<file path="config.mk">
export PLATFORM = sky130hd
export DESIGN_NAME = multicycle_ctrl
export DESIGN_NICKNAME = d
export VERILOG_FILES = /design/src/rtl/multicycle_ctrl.sv
export SDC_FILE = /design/constraint.sdc
export NUM_CORES = 1
export LEC_CHECK = 0
export CAP_MARGIN = 25
export CORE_UTILIZATION = 45
export CTS_CLUSTER_SIZE = 10
export DETAILED_ROUTE_END_ITERATION = 8
export PLACE_DENSITY = 0.8
export SLEW_MARGIN = 5
export SYNTH_ARGS = -nofsm -noshare
export SYNTH_HDL_FRONTEND = slang
export SYNTH_SLANG_ARGS = --single-unit
export TNS_END_PERCENT = 30
</file>
<file path="constraint.sdc">
create_clock -name i_clk -period 2.5 [get_ports i_clk]
set_input_delay 0.5 -clock i_clk [delete_from_list [all_inputs] [get_ports i_clk]]
set_output_delay 0.5 -clock i_clk [all_outputs]
set_load 0.02 [all_outputs]
</file>
<file path="src/rtl/multicycle_ctrl.sv">
// Main control FSM for the multi-cycle RV32I core. o_state encoding: 0 Fetch, 1 Decode, 2 ExecR,
// 3 ExecI, 4 Addr, 5 MemRd, 6 MemWr, 7 WbAlu, 8 WbMem, 9 Branch, 10 Error.
module multicycle_ctrl #(
  parameter int unsigned TIMEOUT = 16,
  parameter int unsigned CNT_W   = 32
) (
  input  logic             i_clk,
  input  logic             i_rst_n,
  input  logic [31:0]      i_instr,
  input  logic             i_alu_zero,
  input  logic             i_mem_ready,
  output logic             o_mem_req,
  output logic             o_mem_we,
  output logic             o_ir_we,
  output logic             o_pc_we,
  output logic             o_pc_src,
  output logic             o_reg_we,
  output logic             o_wb_sel,
  output logic             o_alu_src_a,
  output logic [1:0]       o_alu_src_b,
  output logic [1:0]       o_alu_op,
  output logic [1:0]       o_imm_sel,
  output logic             o_illegal,
  output logic             o_bus_err,
  output logic [CNT_W-1:0] o_instr_count,
  output logic [3:0]       o_state
);

  localparam int unsigned WaitW = $clog2(TIMEOUT + 1);

  localparam logic [6:0] OpR      = 7'b0110011;
  localparam logic [6:0] OpImm    = 7'b0010011;
  localparam logic [6:0] OpLoad   = 7'b0000011;
  localparam logic [6:0] OpStore  = 7'b0100011;
  localparam logic [6:0] OpBranch = 7'b1100011;

  typedef enum logic [3:0] {
    StFetch  = 4'd0,
    StDecode = 4'd1,
    StExecR  = 4'd2,
    StExecI  = 4'd3,
    StAddr   = 4'd4,
    StMemRd  = 4'd5,
    StMemWr  = 4'd6,
    StWbAlu  = 4'd7,
    StWbMem  = 4'd8,
    StBranch = 4'd9,
    StError  = 4'd10
  } state_e;

  state_e           r_state;
  state_e           w_next;
  logic [WaitW-1:0] r_wait;
  logic [WaitW-1:0] w_wait_inc;
  logic [CNT_W-1:0] r_count;
  logic             r_bus_err;

  logic [6:0] w_opcode;
  logic [2:0] w_funct3;
  logic       w_is_r;
  logic       w_is_i;
  logic       w_is_load;
  logic       w_is_store;
  logic       w_is_branch;
  logic       w_legal;
  logic       w_take;
  logic       w_mem_state;
  logic       w_timeout;
  logic       w_retire;
  logic       w_unused_instr;

  logic       w_mem_req;
  logic       w_mem_we;
  logic       w_ir_we;
  logic       w_pc_we;
  logic       w_pc_src;
  logic       w_reg_we;
  logic       w_wb_sel;
  logic       w_alu_src_a;
  logic [1:0] w_alu_src_b;
  logic [1:0] w_alu_op;
  logic [1:0] w_imm_sel;
  logic       w_illegal;

  // Only opcode and funct3 steer the sequence; the rest of the IR feeds the datapath.
  assign w_opcode       = i_instr[6:0];
  assign w_funct3       = i_instr[14:12];
  assign w_unused_instr = ^{i_instr[31:15], i_instr[11:7]};

  assign w_is_r      = (w_opcode == OpR);
  assign w_is_i      = (w_opcode == OpImm);
  assign w_is_load   = (w_opcode == OpLoad);
  assign w_is_store  = (w_opcode == OpStore);
  assign w_is_branch = (w_opcode == OpBranch) && (w_funct3 == 3'b000 || w_funct3 == 3'b001);
  assign w_legal     = w_is_r || w_is_i || w_is_load || w_is_store || w_is_branch;
  assign w_take      = (w_funct3 == 3'b000) ? i_alu_zero : ~i_alu_zero;

  assign w_mem_state = (r_state == StFetch) || (r_state == StMemRd) || (r_state == StMemWr);
  assign w_wait_inc  = r_wait + 1'b1;
  assign w_timeout   = w_mem_state && !i_mem_ready && (w_wait_inc == WaitW'(TIMEOUT));

  assign w_retire = (r_state == StWbAlu) || (r_state == StWbMem) || (r_state == StBranch) ||
                    ((r_state == StMemWr) && i_mem_ready);

  always_comb begin
    w_next = r_state;
    unique case (r_state)
      StFetch: if (i_mem_ready) w_next = StDecode;
      StDecode: begin
        if (w_is_r)                        w_next = StExecR;
        else if (w_is_i)                   w_next = StExecI;
        else if (w_is_load || w_is_store)  w_next = StAddr;
        else if (w_is_branch)              w_next = StBranch;
        else                               w_next = StFetch;
      end
      StExecR:  w_next = StWbAlu;
      StExecI:  w_next = StWbAlu;
      StAddr:   w_next = w_is_store ? StMemWr : StMemRd;
      StMemRd:  if (i_mem_ready) w_next = StWbMem;
      StMemWr:  if (i_mem_ready) w_next = StFetch;
      StWbAlu:  w_next = StFetch;
      StWbMem:  w_next = StFetch;
      StBranch: w_next = StFetch;
      StError:  w_next = StError;
      default:  w_next = StFetch;
    endcase
    if (w_timeout) w_next = StError;
  end

  always_ff @(posedge i_clk or negedge i_rst_n) begin
    if (!i_rst_n) begin
      r_state   <= StFetch;
      r_wait    <= '0;
      r_count   <= '0;
      r_bus_err <= 1'b0;
    end else begin
      r_state <= w_next;
      if (w_next != r_state) begin
        r_wait <= '0;
      end else if (w_mem_state && !i_mem_ready) begin
        r_wait <= w_wait_inc;
      end
      if (w_retire) begin
        r_count <= r_count + 1'b1;
      end
      if (w_next == StError) begin
        r_bus_err <= 1'b1;
      end
    end
  end

  always_comb begin
    w_mem_req   = 1'b0;
    w_mem_we    = 1'b0;
    w_ir_we     = 1'b0;
    w_pc_we     = 1'b0;
    w_pc_src    = 1'b0;
    w_reg_we    = 1'b0;
    w_wb_sel    = 1'b0;
    w_alu_src_a = 1'b0;
    w_alu_src_b = 2'b00;
    w_alu_op    = 2'b00;
    w_imm_sel   = 2'b00;
    w_illegal   = 1'b0;
    unique case (r_state)
      StFetch: begin
        w_mem_req   = 1'b1;
        w_alu_src_b = 2'b10;
        w_ir_we     = i_mem_ready;
        w_pc_we     = i_mem_ready;
      end
      StDecode: begin
        // Branch target is precomputed here into ALUOut.
        w_alu_src_a = 1'b1;
        w_alu_src_b = 2'b01;
        w_imm_sel   = 2'b10;
        w_illegal   = ~w_legal;
      end
      StExecR: begin
        w_alu_op  = 2'b10;
        w_imm_sel = 2'b11;
      end
      StExecI: begin
        w_alu_src_b = 2'b01;
        w_alu_op    = 2'b10;
      end
      StAddr: begin
        w_alu_src_b = 2'b01;
        w_imm_sel   = w_is_store ? 2'b01 : 2'b00;
      end
      StMemRd: w_mem_req = 1'b1;
      StMemWr: begin
        w_mem_req = 1'b1;
        w_mem_we  = 1'b1;
      end
      StWbAlu: w_reg_we = 1'b1;
      StWbMem: begin
        w_reg_we = 1'b1;
        w_wb_sel = 1'b1;
      end
      StBranch: begin
        w_alu_op = 2'b01;
        w_pc_src = 1'b1;
        w_pc_we  = w_take;
      end
      default: ;
    endcase
  end

  // Strobes are gated by reset so an in-flight write drops without waiting for a clock.
  assign o_mem_req     = w_mem_req & i_rst_n;
  assign o_mem_we      = w_mem_we & i_rst_n;
  assign o_ir_we       = w_ir_we & i_rst_n;
  assign o_pc_we       = w_pc_we & i_rst_n;
  assign o_pc_src      = w_pc_src & i_rst_n;
  assign o_reg_we      = w_reg_we & i_rst_n;
  assign o_wb_sel      = w_wb_sel & i_rst_n;
  assign o_alu_src_a   = w_alu_src_a & i_rst_n;
  assign o_alu_src_b   = w_alu_src_b & {2{i_rst_n}};
  assign o_alu_op      = w_alu_op & {2{i_rst_n}};
  assign o_imm_sel     = w_imm_sel & {2{i_rst_n}};
  assign o_illegal     = w_illegal & i_rst_n;
  assign o_bus_err     = r_bus_err;
  assign o_instr_count = r_count;
  assign o_state       = r_state;

endmodule

</file>
### Word level (Yosys, flattened, before mapping)

Index checks and enable logic that the tools add are counted.

* register bits: 42
* input port bits: 36
* output and inout bits: 52
* logic and storage cells: 88

* add/sub/neg operators: 2
* eq/ne operators: 19
* muxes and demuxes: 26
* bitwise gates (word level): 14
* reductions and logical operators: 23

Operator list (number)
* $add A32 B1 Y32 const B: 1
* $mux W4: 8
* $pmux W4 S7: 1
* $eq A4 B3 Y1 const B: 4
* $eq A4 B4 Y1 const B: 4
* $eq A7 B6 Y1 const B: 2
* $logic_or A1 B1 Y1: 11
* $mux W1: 10
* $mux W5: 2
* $and A1 B1 Y1: 9
* $eq A4 B2 Y1 const B: 2
* $pmux W2 S2: 2
* $eq A7 B2 Y1 const B: 1
* $eq A7 B5 Y1 const B: 1
* $eq A7 B7 Y1 const B: 1
* $and A2 B2 Y2: 3
* $pmux W2 S3: 1
* $reduce_or A3 Y1: 2
* $add A5 B1 Y5 const B: 1
* $eq A5 B5 Y1 const B: 1
* $eq A4 B1 Y1 const B: 1
* $logic_and A1 B1 Y1: 4
* $logic_not A4 Y1: 1
* $ne A4 B4 Y1: 1
* other kinds (8): 10

### Longest topological paths before layout

Gate-level depths: netlist (run 1).

* depth in word-level cells: 11
* depth in mapped cells: 8

### Least setup slack after synthesis (run 1)

No wires, ideal clock.

* kind: reg-to-output
* start: reg r_state[3] (netlist: o_state[3])
* end: out o_pc_we
* arrival time: 1.998 ns
* required time: 2.000 ns
* slack: 0.002 ns
* cell stages (with the launch flop): 7
* buffers on the path: 2
* path through: dfrtp_1 clkbuf_2 buf_6 nand2b_1 nor3_1 and2_2 a21o_1

* longest elaborated chain between the ends: 3

RTL lines
* from (decl): RTL line 51 `state_e r_state;`
* from (signal assigned): RTL line 132 `r_state <= StFetch;`
* from (signal assigned): RTL line 137 `r_state <= w_next;`
* $eq A4 B4 Y1 or $logic_not A4 Y1 (tied branches): RTL line 165 `unique case (r_state)`
* $pmux W1 S2 (*): RTL line 165
* $and A1 B1 Y1 (*): RTL line 214 `assign o_pc_we = w_pc_we & i_rst_n;`
* to (decl): RTL line 15 `output logic o_pc_we,`

Every way passes the cells marked *; elsewhere a longest branch is shown, timed or not.

### Final worst setup path (run 1)

* start: in i_instr[2]
* end: out o_imm_sel[0]

* longest elaborated chain between the ends: 4

RTL lines
* from (decl): RTL line 9 `input logic [31:0] i_instr,`
* $eq A7 B6 Y1: RTL line 93 `assign w_is_store = (w_opcode == OpStore);`
* $mux W1: RTL line 189 `w_imm_sel = w_is_store ? 2'b01 : 2'b00;`
* $pmux W2 S3: RTL line 165
* $and A2 B2 Y2: RTL line 221 `assign o_imm_sel = w_imm_sel & {2{i_rst_n}};`
* to (decl): RTL line 22 `output logic [1:0] o_imm_sel,`

No other way between the ends.

==> results of run 1 <==
==> layer usage <==
metal | global-route usage | vias up
met5 | 0 | -
met4 | 0.06996 | 0
met3 | 0.03571 | 5
met2 | 0.3432 | 54
met1 | 0.3078 | 1086
li1 | - | 1090
==> worst min-delay path by stage <==
stage	from	end	slack, ps	cells past startpoint
6_report	i_rst_n	o_state[0]$_DFF_PN0_	140	2
5_1_grt	i_rst_n	o_state[0]$_DFF_PN0_	130	2
4_1_cts	i_rst_n	o_state[0]$_DFF_PN0_	130	2
3_5_place_dp	i_rst_n	o_state[0]$_DFF_PN0_	450	2
3_3_place_gp	i_rst_n	o_state[3]$_DFF_PN0_	460	2
2_1_floorplan	i_rst_n	o_bus_err$_DFFE_PN0N_	200	0
==> cell families after synthesis <==
logic type	count (synthesis)	synth area share
muxes	5	0.02144
xor gates and xnor gates	39	0.1424
AOI/OAI and AO/OA	26	0.08832
adders and majority gates	3	0.01532
and+or+nand+nor	119	0.2578
buffers and inverters	17	0.04594
DFF	42	0.4288
==> power groups by stage <==
stage                     Sequential [mW]  Clock [mW]  Combinational, mW
after global placement              0.840           0               1.00
after detailed placement            0.845           0               1.02
after floorplan                     0.871           0              0.596
after CTS                           0.832       0.455               1.01
after global routing                0.855       0.486               1.13
final                               0.841       0.446               1.05
==> synth_stat cells (all sizes together), types with 2 or more instances <==
cell / count
dfrtp: 42
xnor2: 24
nor2: 23
nand2: 22
xor2: 15
nor3: 14
nand4: 13
nand3: 12
a21oi: 9
nor4: 8
inv: 7
and3: 6
buf: 5
clkbuf: 5
nand2b: 4
ha: 3
mux2i: 3
o22ai: 3
or4: 3
a211oi: 2
and2: 2
and4: 2
mux2: 2
o21ai: 2
or2b: 2
or3: 2
or3b: 2
==> layout make-up <==
type / instances / area share
clock inverters: 1 / 0.001435
inverters: 7 / 0.007532
repair buffers: 97 / 0.2489
well taps: 70 / 0.02511
flip-flops and latches: 42 / 0.3016
clock buffers: 7 / 0.02475
multi-input cells: 192 / 0.3906
==> sequential cells by signal, indices dropped and copies added, names as in the netlist <==
signal and flops:
o_instr_count 32, r_wait 5, o_bus_err 1, o_state 4
==> through the flow <==
step / setup TNS [ps] / power [mW] / instance area (sq um) / util / hold WS (ps)
detailed placement: -3455 / 1.868 / 3338 / 0.6454 / 454.1
floorplan: 0 / 1.467 / 2451 / - / 204.4
global route: -103.7 / 2.466 / 3488 / 0.6744 / 130.6
global placement: -2882 / 1.842 / 3338 / 0.6454 / 458.4
finish: 0 / 2.332 / 3488 / 0.6744 / 143.6
CTS: -51.40 / 2.302 / 3432 / 0.6635 / 129.9
==> what timing repair did <==
| item | 4_1_cts | 5_1_grt |
|---|---|---|
| endpoints found under the setup margin | 15 | 10 |
| pin swaps | 1 | 1 |
| resized for setup | 26 | 10 |
==> worst max-delay path: cells and delay by family <==
kind	cells	cell delay (ps)
and+or+nand+nor	2	730
AOI/OAI and AO/OA	1	190
buffers and inverters	2	580
==> placed cells by master, fill, tap and decap left out, types with 2 or more instances in the layout <==
master,Yosys,routed
or4_4,1,2
o22ai_1,2,2
buf_4,0,34
inv_1,7,7
and3_1,6,6
dfrtp_1,42,41
and4_1,2,2
clkbuf_8,1,6
nand2_1,22,22
a21oi_1,9,8
nor3_1,14,13
mux2_2,2,2
buf_2,0,2
or2b_1,2,2
nor4_2,0,2
ha_1,3,3
xnor2_1,24,23
xor2_1,14,14
clkdlybuf4s50_1,0,51
o21ai_0,2,2
nand3_1,12,12
nor4_1,8,6
nor2_1,23,22
mux2i_1,3,3
or3_1,2,2
or3b_2,2,2
nand4_1,13,13
nand2b_1,4,3
dlygate4sd2_1,0,8
==> qor.csv, run 1 <==
stage,metric,value,unit
status,outcome,finished clean,
final_layout,FF/Latch Area,1052,sq um
setup_path,Worst Reg-to-Reg Cells,8,
die,CORE AREA,5172,sq um
timing,fin crit share,0.9977,
final_layout,Inserted Diodes,0,
power_and_ir_drop,Sw Ratio,0.3779,
flow_run,total of max-cap violations,0,
global_route,total global-route track usage,0.2185,
die,Initial Util,0.4739,
die,die width,75.81,um
setup_path,endpoint type of the worst setup path,primary output,
setup_path,critical path startpoint category,input pin,
power_and_ir_drop,Reg power frac,0.360,
die,die area,5746,sq um
clock_network,CTS tree,done,
setup_path,crit-path cells,clkdlybuf4s50_1 > nand4bb_4 > or4_4 > a211oi_2 > buf_4,
global_route,initial antenna violation count,0,
setup_path,"slowest stage delay, CP",500,ps
timing,final setup margin,5.738,ps
drt,WL met2,3.014,mm
final_layout,share of cells above drive strength 1,0.1936,
setup_path,RR Startpoint,o_state[2]$_DFF_PN0_,
place,"worst slack, placed",-682.3,ps
timing,worst-margin pin slew,744.8,ps
final_layout,Layout area overhead,42.32,%
place,DP HPWL,4.489,mm
place,routability cong.,0.8366,
synthesis,Cell variety after synth,47,
synthesis,YS warnings,0,
power_and_ir_drop,combinational group share of total power,0.448,
setup_path,r2r endpoint,r_wait[1]$_DFFE_PN0P_,
die,I/O pin count,88,
timing,Finish-stage setup viols,0,
clock_network,root buf cell,clkbuf_8,
clock_network,# clock sinks,42,
timing,Highest Clock Rate,400.9,MHz
clock_network,postcts setup bufs,0,
clock_network,post-cts hold buffer count,0,
synthesis,"EDFF count, synth",0,
drt,DR iter-0 viols,111,
power_and_ir_drop,maximum vdd drop,0.5206,mV
final_layout,final net count,384,
setup_path,crit path to,o_imm_sel[0],
drt,DRC violation count after routing,0,
setup_path,crit path max fanout,2,
place,DP Cell Count,408,
drt,drt first pass iters,4,
timing,Setup Skew,6.516,ps
final_layout,"non-filler cells, final",416,
timing,RSZ-0062 raised after global routing,true,
drt,Top Layer Used,met4,
setup_path,crit path from,i_instr[2],
drt,Wirelength per Cell,14.37,um
clock_network,CTS Buf Count,5,
synthesis,"area leader, netlist",dfrtp_1,
drt,post-DR vias/cell,5.373,
drt,Total Wirelength,5.979,mm
setup_path,CP Class,in -> out,
power_and_ir_drop,switching pwr,0.8815,mW
final_layout,area of the multi-input gates,1363,sq um
synthesis,number of synthesized register bits,42,
clock_network,deepest clock path buffer count,2,
global_route,vias in the first global route,1978,
place,port buffer count,65,
synthesis,share of the synthesized area in the top cell type,0.4288,
setup_path,Slowest cell on crit path,or4_4,
global_route,global-route wire length before repair,9.418,mm
drt,via count,2235,
timing,Slew headroom,0.4982,
timing,"Slew Viols, Final",0,
synthesis,Synth Area per Inst,9.765,sq um
synthesis,prevailing post-synth register cell,dfrtp_1,
power_and_ir_drop,Cell Int Power,1.451,mW
clock_network,Worst-Skew Late Latency,300,ps
synthesis,Post-Syn Nets,290,
global_route,pin count of the biggest net entering global routing,40,
clock_network,clock-pin slew on the worst setup and hold paths,70,ps
drt,met1 wire length,2.663,mm
power_and_ir_drop,Static Leak,1.578,nW
power_and_ir_drop,cell area power density,668.6,nW/um^2
final_layout,fillers,408,
global_route,GRT overflow,0,
drt,Detail Route met3 WL,240,um
die,Rows,26,
synthesis,Netlist Area Pre-Place,2451,sq um
clock_network,H-Tree Depth,2,
drt,Final ANT Viol Nets,0,
timing,Final Hold Viols,0,
timing,final critical-path required period,2494,ps
synthesis,"top cells by area, synth","dfrtp_1 43%, xnor2_1 8.6%, xor2_1 5.0%",
setup_path,Worst EP arrival,1990,ps
worst_hold_path,Hold WC Path Type,in -> async,
synthesis,"Seq/Total Area, Yosys",0.4288,
setup_path,WP data required,2000,ps
setup_path,Worst R2R Setup Slack,210,ps
power_and_ir_drop,clock network power share,0.191,
die,die height,75.81,um
synthesis,asr flop ratio synth,1.000,
synthesis,Mapped Cells,251,
Note: power is estimated with default switching activity, not from simulation.
==> run 2: changes to the inputs <==
- CORE_MARGIN: default -> 2
- TNS_END_PERCENT: 30 -> default
==> qor.csv, run 2 (synthesis results as in run 1) <==
stage,metric,value,unit,change
drt,DRC violation count after routing,0,,unchanged
setup_path,Worst EP arrival,1910,ps,-80 ps
final_layout,Inserted Diodes,0,,unchanged
drt,via count,2212,,-1.0%
global_route,pin count of the biggest net entering global routing,41,,+2.5%
timing,Finish-stage setup viols,0,,unchanged
die,die width,77.81,um,+2.6%
timing,final setup margin,90.98,ps,+85.24 ps
drt,Wirelength per Cell,14.96,um,+4.1%
final_layout,share of cells above drive strength 1,0.1866,,-0.007053
timing,Final Hold Viols,0,,unchanged
power_and_ir_drop,Final Power,2.351,mW,+0.80%
timing,final critical-path required period,2409,ps,-85.24 ps
final_layout,final net count,381,,-0.78%
timing,RSZ-0062 raised after global routing,false,,
clock_network,root buf cell,clkbuf_8,,
place,"worst slack, placed",-641.2,ps,+41.09 ps
final_layout,Largest register FFs,32,,unchanged
clock_network,CTS tree,done,,
die,die height,77.81,um,+2.6%
die,die area,6054,sq um,+5.3%
timing,fin crit share,0.9636,,-0.03410
setup_path,critical path startpoint category,register,,
flow_run,total of max-cap violations,0,,unchanged
final_layout,"commonest non-fill, non-tap cell in the layout",clkdlybuf4s50_1,,
power_and_ir_drop,Static Leak,1.688,nW,+7.0%
clock_network,clock-pin slew on the worst setup and hold paths,70,ps,about the same
clock_network,Worst-Skew Late Latency,290,ps,about the same
power_and_ir_drop,cell area power density,668.9,nW/um^2,about the same
worst_hold_path,Hold WC Path Type,in -> async,,
global_route,GRT overflow,0,,unchanged
drt,DR iter-0 viols,130,,+17%
status,outcome,finished clean,,
die,Initial Util,0.4739,,unchanged
final_layout,"commonest non-fill, non-tap cells in the layout","46 x clkdlybuf4s50_1, 41 x dfrtp_1, 30 x buf_4",,
die,CORE AREA,5172,sq um,unchanged
timing,Slew headroom,0.4826,,-0.01559
die,Rows,26,,unchanged
setup_path,WP data required,2000,ps,about the same
power_and_ir_drop,maximum vdd drop,0.5717,mV,+9.8%
setup_path,endpoint type of the worst setup path,primary output,,
final_layout,area of the multi-input gates,1380,sq um,+1.3%
place,DP HPWL,4.527,mm,+0.83%
drt,drt first pass iters,5,,+1
drt,Total Wirelength,6.178,mm,+3.3%
clock_network,CTS Buf Count,5,,unchanged
drt,Final ANT Viol Nets,0,,unchanged
timing,Setup Skew,2.670,ps,-3.846 ps
global_route,global-route wire length before repair,9.956,mm,+5.7%
global_route,total global-route track usage,0.2044,,-0.01403
final_layout,fillers,379,,-7.1%
clock_network,H-Tree Depth,2,,unchanged
final_layout,Layout area overhead,43.39,%,
place,port buffer count,65,,unchanged
final_layout,final core occ,0.6795,,+0.005080
timing,Highest Clock Rate,415.1,MHz,+3.5%
setup_path,CP Class,reg -> out,,
timing,"Slew Viols, Final",0,,unchanged
setup_path,crit path max fanout,9,,+7
global_route,vias in the first global route,2088,,+5.6%
final_layout,FF/Latch Area,1052,sq um,unchanged
drt,post-DR vias/cell,5.356,,-0.31%
place,routability cong.,0.8180,,-2.2%
global_route,initial antenna violation count,0,,unchanged
timing,worst-margin pin slew,768.0,ps,+23.14 ps
clock_network,postcts setup bufs,0,,unchanged
die,I/O pin count,88,,unchanged
clock_network,deepest clock path buffer count,2,,unchanged
clock_network,# clock sinks,42,,unchanged
[run 2: changes by cell type in the layout (fill, tap and decap cells not counted), moves of 3 or more]
cell             before  now
dlymetal6s2s_1        1   11
clkdlybuf4s50_1      51   46
dlygate4sd2_1         8    5
buf_4                34   30
[run 2: worst paths after layout]
kind	from	to	slack, ps	depth (start not counted)
hold / removal	i_rst_n	o_bus_err$_DFFE_PN0N_	150	2
min in group i_clk	o_instr_count[31]$_DFFE_PN0P_	o_instr_count[31]$_DFFE_PN0P_	470	1
setup / recovery	o_state[1]$_DFF_PN0_	o_alu_src_b[0]	90	5
max in group asynchronous	i_rst_n	o_state[0]$_DFF_PN0_	1800	2
setup reg to reg	o_state[2]$_DFF_PN0_	r_wait[4]$_DFFE_PN0P_	210	8
hold reg to reg	o_instr_count[31]$_DFFE_PN0P_	o_instr_count[31]$_DFFE_PN0P_	470	1
[run 2: final cells by class]
type,instances,share of cell area
Tap cell,70,0.02492
Sequential cell,42,0.2994
Multi-Input combinational cell,192,0.3927
Clock inverter,1,0.001424
Clock buffer,7,0.02456
Timing Repair Buffer,94,0.2496
Inverter,7,0.007476
[run 2: power by group]
| group | leakage, nW | internal, mW | total [mW] | switching, mW |
|---|---|---|---|---|
| logic | 1.08 | 0.498 | 1.07 | 0.568 |
| clock network | 0.0482 | 0.223 | 0.447 | 0.224 |
| registers | 0.562 | 0.737 | 0.838 | 0.102 |
[run 2: through the flow]
step / instances / hold WS, ps / setup TNS, ps / area, sq um
after CTS: 413 / 134.3 / 0 / 3415
final: 413 / 150.0 / 0 / 3515
after floorplan: 251 / 204.4 / 0 / 2451
after detailed placement: 405 / 452.3 / -3387 / 3316
after global placement: 405 / 443.4 / -2904 / 3316
after global routing: 413 / 144.0 / 0 / 3515
[run 2: metal layers]
layer / routed length (um) / vias up / GRT usage
li1: - / 1075 / -
met3: 253 / 5 / 0.03256
met4: 52 / 0 / 0.05357
met2: 3197 / 67 / 0.3457
met1: 2675 / 1065 / 0.2727
met5: 0 / - / 0
[run 2: what timing repair did]
item	4_1_cts	5_1_grt
endpoints found under the setup margin	11	15
gates resized for setup	21	22
pin swaps	1	0
hold buffers	0	0
[run 2: critical path, cell delays in order (launching register included)]
cell             delay [ps]
dfrtp_1                 440
buf_4                   200
nor2_2                  170
mux2i_1                 100
nor2_1                  100
clkdlybuf4s50_1         610
